$ cat config.mk
export PLATFORM = sky130hd
export DESIGN_NAME = uart_tx_drain_flat
export DESIGN_NICKNAME = d
export VERILOG_FILES = /design/src/rtl/uart_defs.sv /design/src/rtl/uart_tx_drain_if.sv /design/src/rtl/uart_tx_drain_baud_counter.sv /design/src/rtl/uart_tx_drain.sv /design/src/flat_wrapper.sv
export SDC_FILE = /design/constraint.sdc
export NUM_CORES = 1
export LEC_CHECK = 0
export BUFFER_PORTS_ARGS = -buffer_cell sky130_fd_sc_hd__buf_2
export CAP_MARGIN = 10
export CELL_PAD_IN_SITES_DETAIL_PLACEMENT = 2
export CELL_PAD_IN_SITES_GLOBAL_PLACEMENT = 2
export CORE_ASPECT_RATIO = 0.6
export CORE_MARGIN = 4
export CORE_UTILIZATION = 27
export DETAILED_ROUTE_END_ITERATION = 16
export HOLD_SLACK_MARGIN = 0.06
export MAX_ROUTING_LAYER = met4
export PLACE_DENSITY_LB_ADDON = 0.1
export SLEW_MARGIN = 0
export SYNTH_ARGS = -nofsm -noshare
export SYNTH_HDL_FRONTEND = slang
export SYNTH_SLANG_ARGS = --single-unit
$ cat constraint.sdc
create_clock -name CLOCK_50 -period 1.9 [get_ports CLOCK_50]
set_clock_uncertainty 0.2 [all_clocks]
set_input_delay 0.19 -clock CLOCK_50 [delete_from_list [all_inputs] [get_ports CLOCK_50]]
set_output_delay 0.19 -clock CLOCK_50 [all_outputs]
set_load 0.03 [all_outputs]
$ cat src/rtl/uart_defs.sv
// Shared UART definitions: FSM state encodings and the baud divisor helper,
// used by the transmitter and the receiver.
package uart_defs;

    localparam logic [2:0] IDLE   = 3'd0;
    localparam logic [2:0] START  = 3'd1;
    localparam logic [2:0] DATA   = 3'd2;
    localparam logic [2:0] PARITY = 3'd3;
    localparam logic [2:0] STOP   = 3'd4;

    // Integer divide; the result must be >= 2 for the baud counter to be meaningful.
    function automatic int clks_per_bit(input int clk_hz, input int baud);
        return clk_hz / baud;
    endfunction

endpackage

$ cat src/rtl/uart_tx_drain_if.sv
// Show-ahead FIFO read port between the CPU's outbound character FIFO (master)
// and the UART transmitter that drains it (slave).
interface uart_tx_drain_if #(
    parameter int ITEM_BITS = 32
);
    logic [ITEM_BITS-1:0] fifo_data;
    logic                 fifo_empty;
    logic                 fifo_read;

    modport master (output fifo_data, output fifo_empty, input fifo_read);
    modport slave  (input fifo_data, input fifo_empty, output fifo_read);
endinterface

$ cat src/rtl/uart_tx_drain_baud_counter.sv
// Bit-period timer shared by the UART transmitter and receiver: counts
// 0..CLKS_PER_BIT-1 and pulses bit_done on the terminal count.
module uart_baud_counter #(
    parameter int CLKS_PER_BIT = 434
) (
    input  logic CLOCK_50,
    input  logic RST_N,
    input  logic clear,
    output logic bit_done
);
    localparam int CNT_W = $clog2(CLKS_PER_BIT);
    localparam logic [CNT_W-1:0] LAST = CNT_W'(CLKS_PER_BIT - 1);

    logic [CNT_W-1:0] cnt_q, cnt_d;

    assign bit_done = !clear && (cnt_q == LAST);

    always_comb begin
        // NOTE: the default assignment first means every path writes cnt_d, so no latch is inferred.
        cnt_d = cnt_q + 1'b1;
        if (clear || bit_done) cnt_d = '0;
    end

    always_ff @(posedge CLOCK_50) begin
        // NOTE: non-blocking assignments so every flop samples pre-edge values, independent of block order.
        if (!RST_N) cnt_q <= '0;
        else        cnt_q <= cnt_d;
    end
endmodule

$ cat src/rtl/uart_tx_drain.sv
// UART transmitter draining a show-ahead FIFO, 8N1 by default; defining
// UART_TX_PARITY_EN adds one even-parity bit (8E1).
module uart_tx_drain
    import uart_defs::*;
#(
    parameter int CLK_HZ    = 50000000,
    parameter int BAUD      = 115200,
    parameter int DATA_BITS = 8,
    parameter int STOP_BITS = 1,
    parameter int ITEM_BITS = 32
) (
    input  logic           CLOCK_50,
    input  logic           RST_N,
    uart_tx_drain_if.slave fifo,
    output logic           tx,
    output logic           busy
);
    localparam int CLKS_PER_BIT = clks_per_bit(CLK_HZ, BAUD);
    localparam int IDX_W        = $clog2(DATA_BITS + 1);
    localparam logic [IDX_W-1:0] LAST_DATA = IDX_W'(DATA_BITS - 1);
    localparam logic [IDX_W-1:0] LAST_STOP = IDX_W'(STOP_BITS - 1);

    logic [2:0]           state_q, state_d;
    logic [DATA_BITS-1:0] shift_q, shift_d;
    logic [IDX_W-1:0]     bit_idx_q, bit_idx_d;
    logic                 tx_q, tx_d;
    logic                 busy_q, busy_d;
    logic                 bit_done;
    logic                 pop;
`ifdef UART_TX_PARITY_EN
    logic                 parity_q, parity_d;
`endif

    // Bits of the head word above DATA_BITS are deliberately discarded.
    logic [ITEM_BITS-1:0] unused_word;
    assign unused_word = fifo.fifo_data;

    assign pop            = (state_q == IDLE) && !fifo.fifo_empty && RST_N;
    assign fifo.fifo_read = pop;
    assign tx             = tx_q;
    assign busy           = busy_q;

    uart_baud_counter #(.CLKS_PER_BIT(CLKS_PER_BIT)) u_baud (
        .CLOCK_50 (CLOCK_50),
        .RST_N    (RST_N),
        .clear    (state_q == IDLE),
        .bit_done (bit_done)
    );

    // tx_d is the line level for the state being entered, so tx stays registered.
    always_comb begin
        state_d   = state_q;
        shift_d   = shift_q;
        bit_idx_d = bit_idx_q;
        tx_d      = tx_q;
        busy_d    = busy_q;
`ifdef UART_TX_PARITY_EN
        parity_d  = parity_q;
`endif
        case (state_q)
            IDLE: if (pop) begin
                state_d   = START;
                shift_d   = fifo.fifo_data[DATA_BITS-1:0];
                bit_idx_d = '0;
                tx_d      = 1'b0;
                busy_d    = 1'b1;
`ifdef UART_TX_PARITY_EN
                parity_d  = ^fifo.fifo_data[DATA_BITS-1:0];
`endif
            end
            START: if (bit_done) begin
                state_d = DATA;
                tx_d    = shift_q[0];
            end
            DATA: if (bit_done) begin
                shift_d = shift_q >> 1;
                if (bit_idx_q == LAST_DATA) begin
                    bit_idx_d = '0;
`ifdef UART_TX_PARITY_EN
                    state_d   = PARITY;
                    tx_d      = parity_q;
`else
                    state_d   = STOP;
                    tx_d      = 1'b1;
`endif
                end else begin
                    bit_idx_d = bit_idx_q + 1'b1;
                    tx_d      = shift_d[0];
                end
            end
`ifdef UART_TX_PARITY_EN
            PARITY: if (bit_done) begin
                state_d = STOP;
                tx_d    = 1'b1;
            end
`endif
            STOP: if (bit_done) begin
                if (bit_idx_q == LAST_STOP) begin
                    state_d   = IDLE;
                    bit_idx_d = '0;
                    busy_d    = 1'b0;
                end else begin
                    bit_idx_d = bit_idx_q + 1'b1;
                end
            end
            default: begin
                state_d   = IDLE;
                bit_idx_d = '0;
                tx_d      = 1'b1;
                busy_d    = 1'b0;
            end
        endcase
    end

    always_ff @(posedge CLOCK_50) begin
        if (!RST_N) begin
            state_q   <= IDLE;
            shift_q   <= '0;
            bit_idx_q <= '0;
            tx_q      <= 1'b1;
            busy_q    <= 1'b0;
`ifdef UART_TX_PARITY_EN
            parity_q  <= 1'b0;
`endif
        end else begin
            state_q   <= state_d;
            shift_q   <= shift_d;
            bit_idx_q <= bit_idx_d;
            tx_q      <= tx_d;
            busy_q    <= busy_d;
`ifdef UART_TX_PARITY_EN
            parity_q  <= parity_d;
`endif
        end
    end
endmodule
$ cat src/flat_wrapper.sv
// flat-port wrapper written by rule: the top's interface ports become plain ports
module uart_tx_drain_flat import uart_defs::*;
#(
    parameter int CLK_HZ    = 50000000,
    parameter int BAUD      = 115200,
    parameter int DATA_BITS = 8,
    parameter int STOP_BITS = 1,
    parameter int ITEM_BITS = 32
)
  (CLOCK_50, RST_N, tx, busy, fifo_fifo_data, fifo_fifo_empty, fifo_fifo_read);
  uart_tx_drain_if #(.ITEM_BITS(ITEM_BITS)) fifo_i ();
  input  logic CLOCK_50;
  input  logic RST_N;
  output logic tx;
  output logic busy;
  input wire logic [$bits(fifo_i.fifo_data)-1:0] fifo_fifo_data;
  input wire logic [$bits(fifo_i.fifo_empty)-1:0] fifo_fifo_empty;
  output wire logic [$bits(fifo_i.fifo_read)-1:0] fifo_fifo_read;
  assign fifo_i.fifo_data = fifo_fifo_data;
  assign fifo_i.fifo_empty = fifo_fifo_empty;
  assign fifo_fifo_read = fifo_i.fifo_read;
  uart_tx_drain #(.CLK_HZ(CLK_HZ), .BAUD(BAUD), .DATA_BITS(DATA_BITS), .STOP_BITS(STOP_BITS), .ITEM_BITS(ITEM_BITS)) u_core (.CLOCK_50(CLOCK_50), .RST_N(RST_N), .fifo(fifo_i), .tx(tx), .busy(busy));
endmodule
---- Word-level counts from Yosys, hierarchy flattened ----
Index checks and enable logic that the tools add are counted.
storage, ports and cells
  flip-flop bits (word level) ............. 26
  output and inout bits ................... 3
  word-level logic and storage cells ...... 64
  input bits .............................. 35
operators by class
  multiplexer cells ....................... 25
  bitwise operators ....................... 4
  equal/unequal tests ..................... 11
  $add $sub $neg .......................... 2
  reductions and logical operators ........ 16
operators by type and width
  cell                                            count
  two-way mux 4 bit                               5
  two-way mux 3 bit                               6
  two-way mux 8 bit                               2
  one-hot mux 4 bit (4 select lines)              1
  one-hot mux 8 bit (2 select lines)              1
  one-hot mux 3 bit (4 select lines)              1
  AND reduction 4 bit                             3
  adder 9 x 1 -> 9 bit (second input constant)    1
  == test 9 bit (second input constant)           1
  != test 2 bit (second input constant)           4
  two-way mux 1 bit                               7
  AND reduction 6 bit                             1
  adder 4 x 1 -> 4 bit (second input constant)    1
  == test 4 x 3 -> 1 bit (second input constant)  1
  logical NOT 4 bit                               1
  != test 2 x 1 -> 1 bit (second input constant)  2
  NOT 1 bit                                       4
  one-hot mux 1 bit (4 select lines)              1
  OR reduction 2 bit                              2
  == test 3 x 1 -> 1 bit (second input constant)  1
  == test 3 x 2 -> 1 bit (second input constant)  1
  == test 3 bit (second input constant)           1
  logical AND 1 bit                               3
  logical NOT 3 bit                               1
  5 further kinds                                 6

---- Logic depth before layout (Yosys ltp) ----
  depth after elaboration ................. 5
  mapped depth ............................ 7
  depth with buffers taken out ............ 6

---- By module ----
A second synthesis with hierarchy kept.
unflattened totals
  cells, all modules ...................... 159
  area, all modules ....................... 1,433.9 um^2
by module, submodules not included
  module             times used  area each (um^2)  cells an instance  seq. area each (um^2)
  uart_tx_drain      1           970.9             108                340.3
  uart_baud_counter  1           462.9             51                 180.2

---- Worst setup path before layout ----
No wires, ideal clock.
  kind .................................... flip-flop to output port
  from .................................... reg u_core.state_q[0]
  to ...................................... out fifo_fifo_read
  stages on the path, launching flop included .. 4
  required time ........................... 1,510 ps
  data arrival time ....................... 1,444 ps
  slack ................................... 66 ps
  buffers on the path ..................... 1
  cell sequence ........................... dfxtp_1 buf_2 or2_2 nor3_1
between the ends
  cells in the longest elaborated chain, start to end .. 3
RTL lines
  element                          line                  RTL
  from (decl)                      uart_tx_drain.sv:23   logic [2:0] state_q, state_d;
  from (signal assigned)           uart_tx_drain.sv:126  state_q <= state_d;
  logical NOT 3 bit                uart_tx_drain.sv:38   assign pop = (state_q == IDLE) && !fifo.fifo_empty && RST_N;
  logical AND 1 bit (2 in series)  uart_tx_drain.sv:38
  to (decl)                        flat_wrapper.sv:18    output wire logic [$bits(fifo_i.fifo_read)-1:0] fifo_fifo_read;
No other way between the ends.

---- Final worst setup path ----
  from .................................... reg u_core.u_baud.cnt_q[1]
  to ...................................... reg u_core.bit_idx_q[0]
between the ends
  cells in the longest elaborated chain, start to end .. 4
  elaborated cells on any way between the ends .. 5
  those cells by class .................... eq/ne: 3; reduce/logical: 2
RTL lines
  element                                 line                              RTL
  from (decl)                             uart_tx_drain_baud_counter.sv:14  logic [CNT_W-1:0] cnt_q, cnt_d;
  from (signal assigned)                  uart_tx_drain_baud_counter.sv:27  else cnt_q <= cnt_d;
  == test 9 bit *                         uart_tx_drain_baud_counter.sv:16  assign bit_done = !clear && (cnt_q == LAST);
  logical AND 1 bit *                     uart_tx_drain_baud_counter.sv:16
  != test 2 bit (no source line)          -
  AND reduction 4 bit (no source line) *  -
  to (signal assigned)                    uart_tx_drain.sv:128              bit_idx_q <= bit_idx_d;
  to (decl)                               uart_tx_drain.sv:25               logic [IDX_W-1:0] bit_idx_q, bit_idx_d;
Every way passes the cells marked *; elsewhere a longest branch is shown, timed or not.
A chain may end at the register's enable or synchronous reset.

==> impl_results.md <==
* Core area at roughly 4800 µm²
* CTS sink cnt at 26
* R2R setup slack at -0.07 ns
* Worst Setup End Kind: flop
* Critical path type: reg2reg
* Syn Inst Count at approximately 160
* H-tree Lvls at 1
* Endpoints failing setup at 4
* Rel. slew slack at between 60% and 70%
* Remaining DRCs at 0
* RSZ-0062 raised after global routing: true
* Num rows at 19
* Reg-to-Reg End: u_core.bit_idx_q[0]$_SDFFE_PN0P_
* Slew Viols, Final at 0
* Top Ports at 38
* Slowest cell delay on critical path at between 0.5 and 0.6 ns
* Full die area at 6430 µm²
* Layout area overhead at 47.0%
* Final worst path period share at 104%
* Final Cell Area at 2060 µm²
* Placer Congestion at 0.764
* Startpoint class of the critical path: flop
* Placed cell areas at around 1700 µm²
* R2r startpoint: u_core.u_baud.cnt_q[1]$_SDFF_PP0_
* Failing checks: setup timing
* Critical Path, Cell by Cell: inv_2 -> ha_4 -> and4bb_4 -> a211oi_4 -> buf_4 -> or4b_4 -> a21oi_2
* Final hold violations at 0
* Clock latency on the worst-skew pair at between 0.2 and 0.3 ns
* Worst EP arrival at around 2.0 ns
* Worst-margin pin slew at between 0.4 and 0.5 ns
* Worst-path maximum fanout at 5
* Worst Setup Slack, final at -0.0740 ns
* HP Class: in2reg
* FF-to-FF path depth at 7
* Pin count of the biggest net entering global routing at 16
* ANT nets after route at 0
* Effective utilization at floorplan at about 30%
* Hold depth at 3
* DRT Pass-1 Iters at 4
* Number of global-route vias before repair at approximately 1500
* First-pass GRT wire length at slightly below 8 mm
* Die X at roughly 100 µm
* Hold Startpoint: fifo_fifo_data[1]
* Die Y at about 64 µm
* Hold worst-path end: u_core.shift_q[1]$_SDFFE_PN0P_
* Slowest-stage cell, CP: or4b_4
* Cts bufs inserted at 3
* Initial antenna violation count at 0
* Maximum VDD drop at ~0.43 mV
* Max Cap Viol at 0
* # fillers at around 500
* Final nets at 250
* Syn_area_per_cell at 8.80 µm²
* Synth unique cells at about 40
* Commonest non-fill, non-tap cell in the layout: buf_4
* CTS tree: yes
* Synth warn at 0
* Worst EP required at 1.92 ns
* Peak Freq at just over 500 MHz
* WL final at roughly 4.8 mm
* Initial DRC Count at 48
* Root Buffer: clkbuf_8
* Sum of negative setup slack at -0.216 ns
* DP HPWL at roughly 3.4 mm
* Min cycle time layout at between 1.5 and 2 ns
* Port buffer count at 13
* Vias post-DR at 1358
* Grt total ovfl at 0
* Seq/Total Area, Yosys at ~37%
* Commonest cells after routing, fill and taps aside: buf_4 (33), nor2_1 (19), dfxtp_1 (19)
* Clk pin slew, worst setup/hold paths at roughly 0.10 ns
* Wirelength per Cell at between 15 and 20 µm
* Syn Nets at 198
* Mapped Area at around 1400 µm²
* Pleak at about 0.76 nW
* FF+latch count, synth at 26
* GRT Total Usage at roughly 16%
* Clock Path Buffers at 2
* Final core utilization at a little over two fifths
* Final Power at 0.00248 W
* Cell area power density at approximately 1200 nW/µm²
* Layout cells sized above 1 at about two fifths
* Run status: finished, violations left
* Vias per inst at between 4 and 5
* Antenna cells at 0
## synthesized netlist by cell type, drive strengths merged
master | number | area [µm²]
a2111oi | 1 | 15.0
a211oi | 11 | 87.6
a21oi | 14 | 70.1
a221oi | 1 | 8.76
a31o | 1 | 8.76
a31oi | 1 | 6.26
and2 | 2 | 12.5
and3 | 1 | 6.26
and4b | 1 | 10.0
and4bb | 1 | 12.5
buf | 5 | 33.8
clkbuf | 3 | 11.3
dfxtp | 26 | 521
ha | 4 | 50.1
inv | 6 | 22.5
mux2i | 8 | 80.1
nand2 | 10 | 37.5
nand2b | 1 | 6.26
nand3 | 3 | 15.0
nand3b | 2 | 15.0
nand4 | 1 | 6.26
nand4bb | 1 | 11.3
nor2 | 19 | 71.3
nor3 | 4 | 20.0
nor3b | 3 | 22.5
nor4 | 1 | 6.26
o21a | 2 | 15.0
o21ai | 7 | 35.0
o221a | 1 | 11.3
o2bb2ai | 1 | 27.5
o311ai | 1 | 8.76
o32ai | 1 | 8.76
or2 | 3 | 18.8
or3 | 1 | 6.26
or3b | 1 | 11.3
or4b | 1 | 10.0
xnor2 | 6 | 52.6
xor2 | 3 | 26.3
## area by class of cell
cell class	count	area [µm²]	area share (%)
inverter	6	22.5	1.10
sequential	26	532	25.9
multi-input combinational	119	940	45.7
clock inverter	1	30.0	1.46
timing repair buffer	55	412	20.0
clock buffer	3	41.3	2.01
tap	63	78.8	3.83
## how the worst max path moves through the flow
stage	startpoint	end	slack (ns)	depth (start not counted)
finish	u_core.u_baud.cnt_q[1]$_SDFF_PP0_	u_core.bit_idx_q[0]$_SDFFE_PN0P_	-0.07	7
global placement	u_core.u_baud.cnt_q[1]$_SDFF_PP0_	u_core.bit_idx_q[2]$_SDFFE_PN0P_	-0.05	6
detailed placement	u_core.u_baud.cnt_q[1]$_SDFF_PP0_	u_core.bit_idx_q[2]$_SDFFE_PN0P_	-0.19	6
floorplan	u_core.state_q[0]$_SDFFE_PN0P_	fifo_fifo_read	0.07	3
global route	u_core.u_baud.cnt_q[1]$_SDFF_PP0_	u_core.bit_idx_q[0]$_SDFFE_PN0P_	-0.13	7
CTS	u_core.u_baud.cnt_q[1]$_SDFF_PP0_	u_core.bit_idx_q[1]$_SDFFE_PN0P_	-0.02	7
## registers in the layout, indices dropped and copies added, names as in the netlist
name / flops
u_core.tx: 1
u_core.u_baud.cnt_q: 9
u_core.shift_q: 8
u_core.busy: 1
u_core.bit_idx_q: 4
u_core.state_q: 3
## cells by family (layout without fill, tap and decap cells)
family | after synthesis | in the layout | synth area share (%)
buf+inv | 14 | 65 | 4.83
simple gates | 56 | 56 | 21.4
fa+ha+maj | 4 | 4 | 3.58
flops | 26 | 26 | 37.2
xor+xnor | 9 | 9 | 5.64
mux | 8 | 8 | 5.72
compound gates | 42 | 42 | 21.6
## stage by stage
stage / worst slack, ns / hold slack, ns / std cells
6_report: -0.0740 / 0.103 / 273
5_1_grt: -0.131 / 0.114 / 273
4_1_cts: -0.0193 / 0.0699 / 265
3_5_place_dp: -0.186 / 0.242 / 253
3_3_place_gp: -0.0480 / 0.242 / 253
2_1_floorplan: 0.0664 / 0.126 / 159
## where the power goes
part / internal, W / total [W] / switching, W
clock: 0.000283 / 0.000489 / 0.000207
sequential: 0.000635 / 0.000725 / 0.0000894
combinational: 0.000598 / 0.00127 / 0.000668
## repair_timing
action,CTS,global route
hold buffers,7,0
resized for setup,16,25
hold endpoints to repair,6,0
endpoints found under the setup margin,8,23
pin swaps,6,4
setup buffers,1,8
## routing by layer
metal  wire, µm  global-route usage [%]
met5          0                       -
met4         29                    2.82
met3        117                    3.26
met2       2230                    25.2
met1       2410                    21.0
## critical path, delay by kind of cell, from the launching register on
family	cells	cell delay, ns
fa+ha+maj	1	0.11
simple gates	2	0.81
buf+inv	2	0.21
compound gates	2	0.24
flops	1	0.34
No activity file was read; power rests on OpenSTA's default activity.
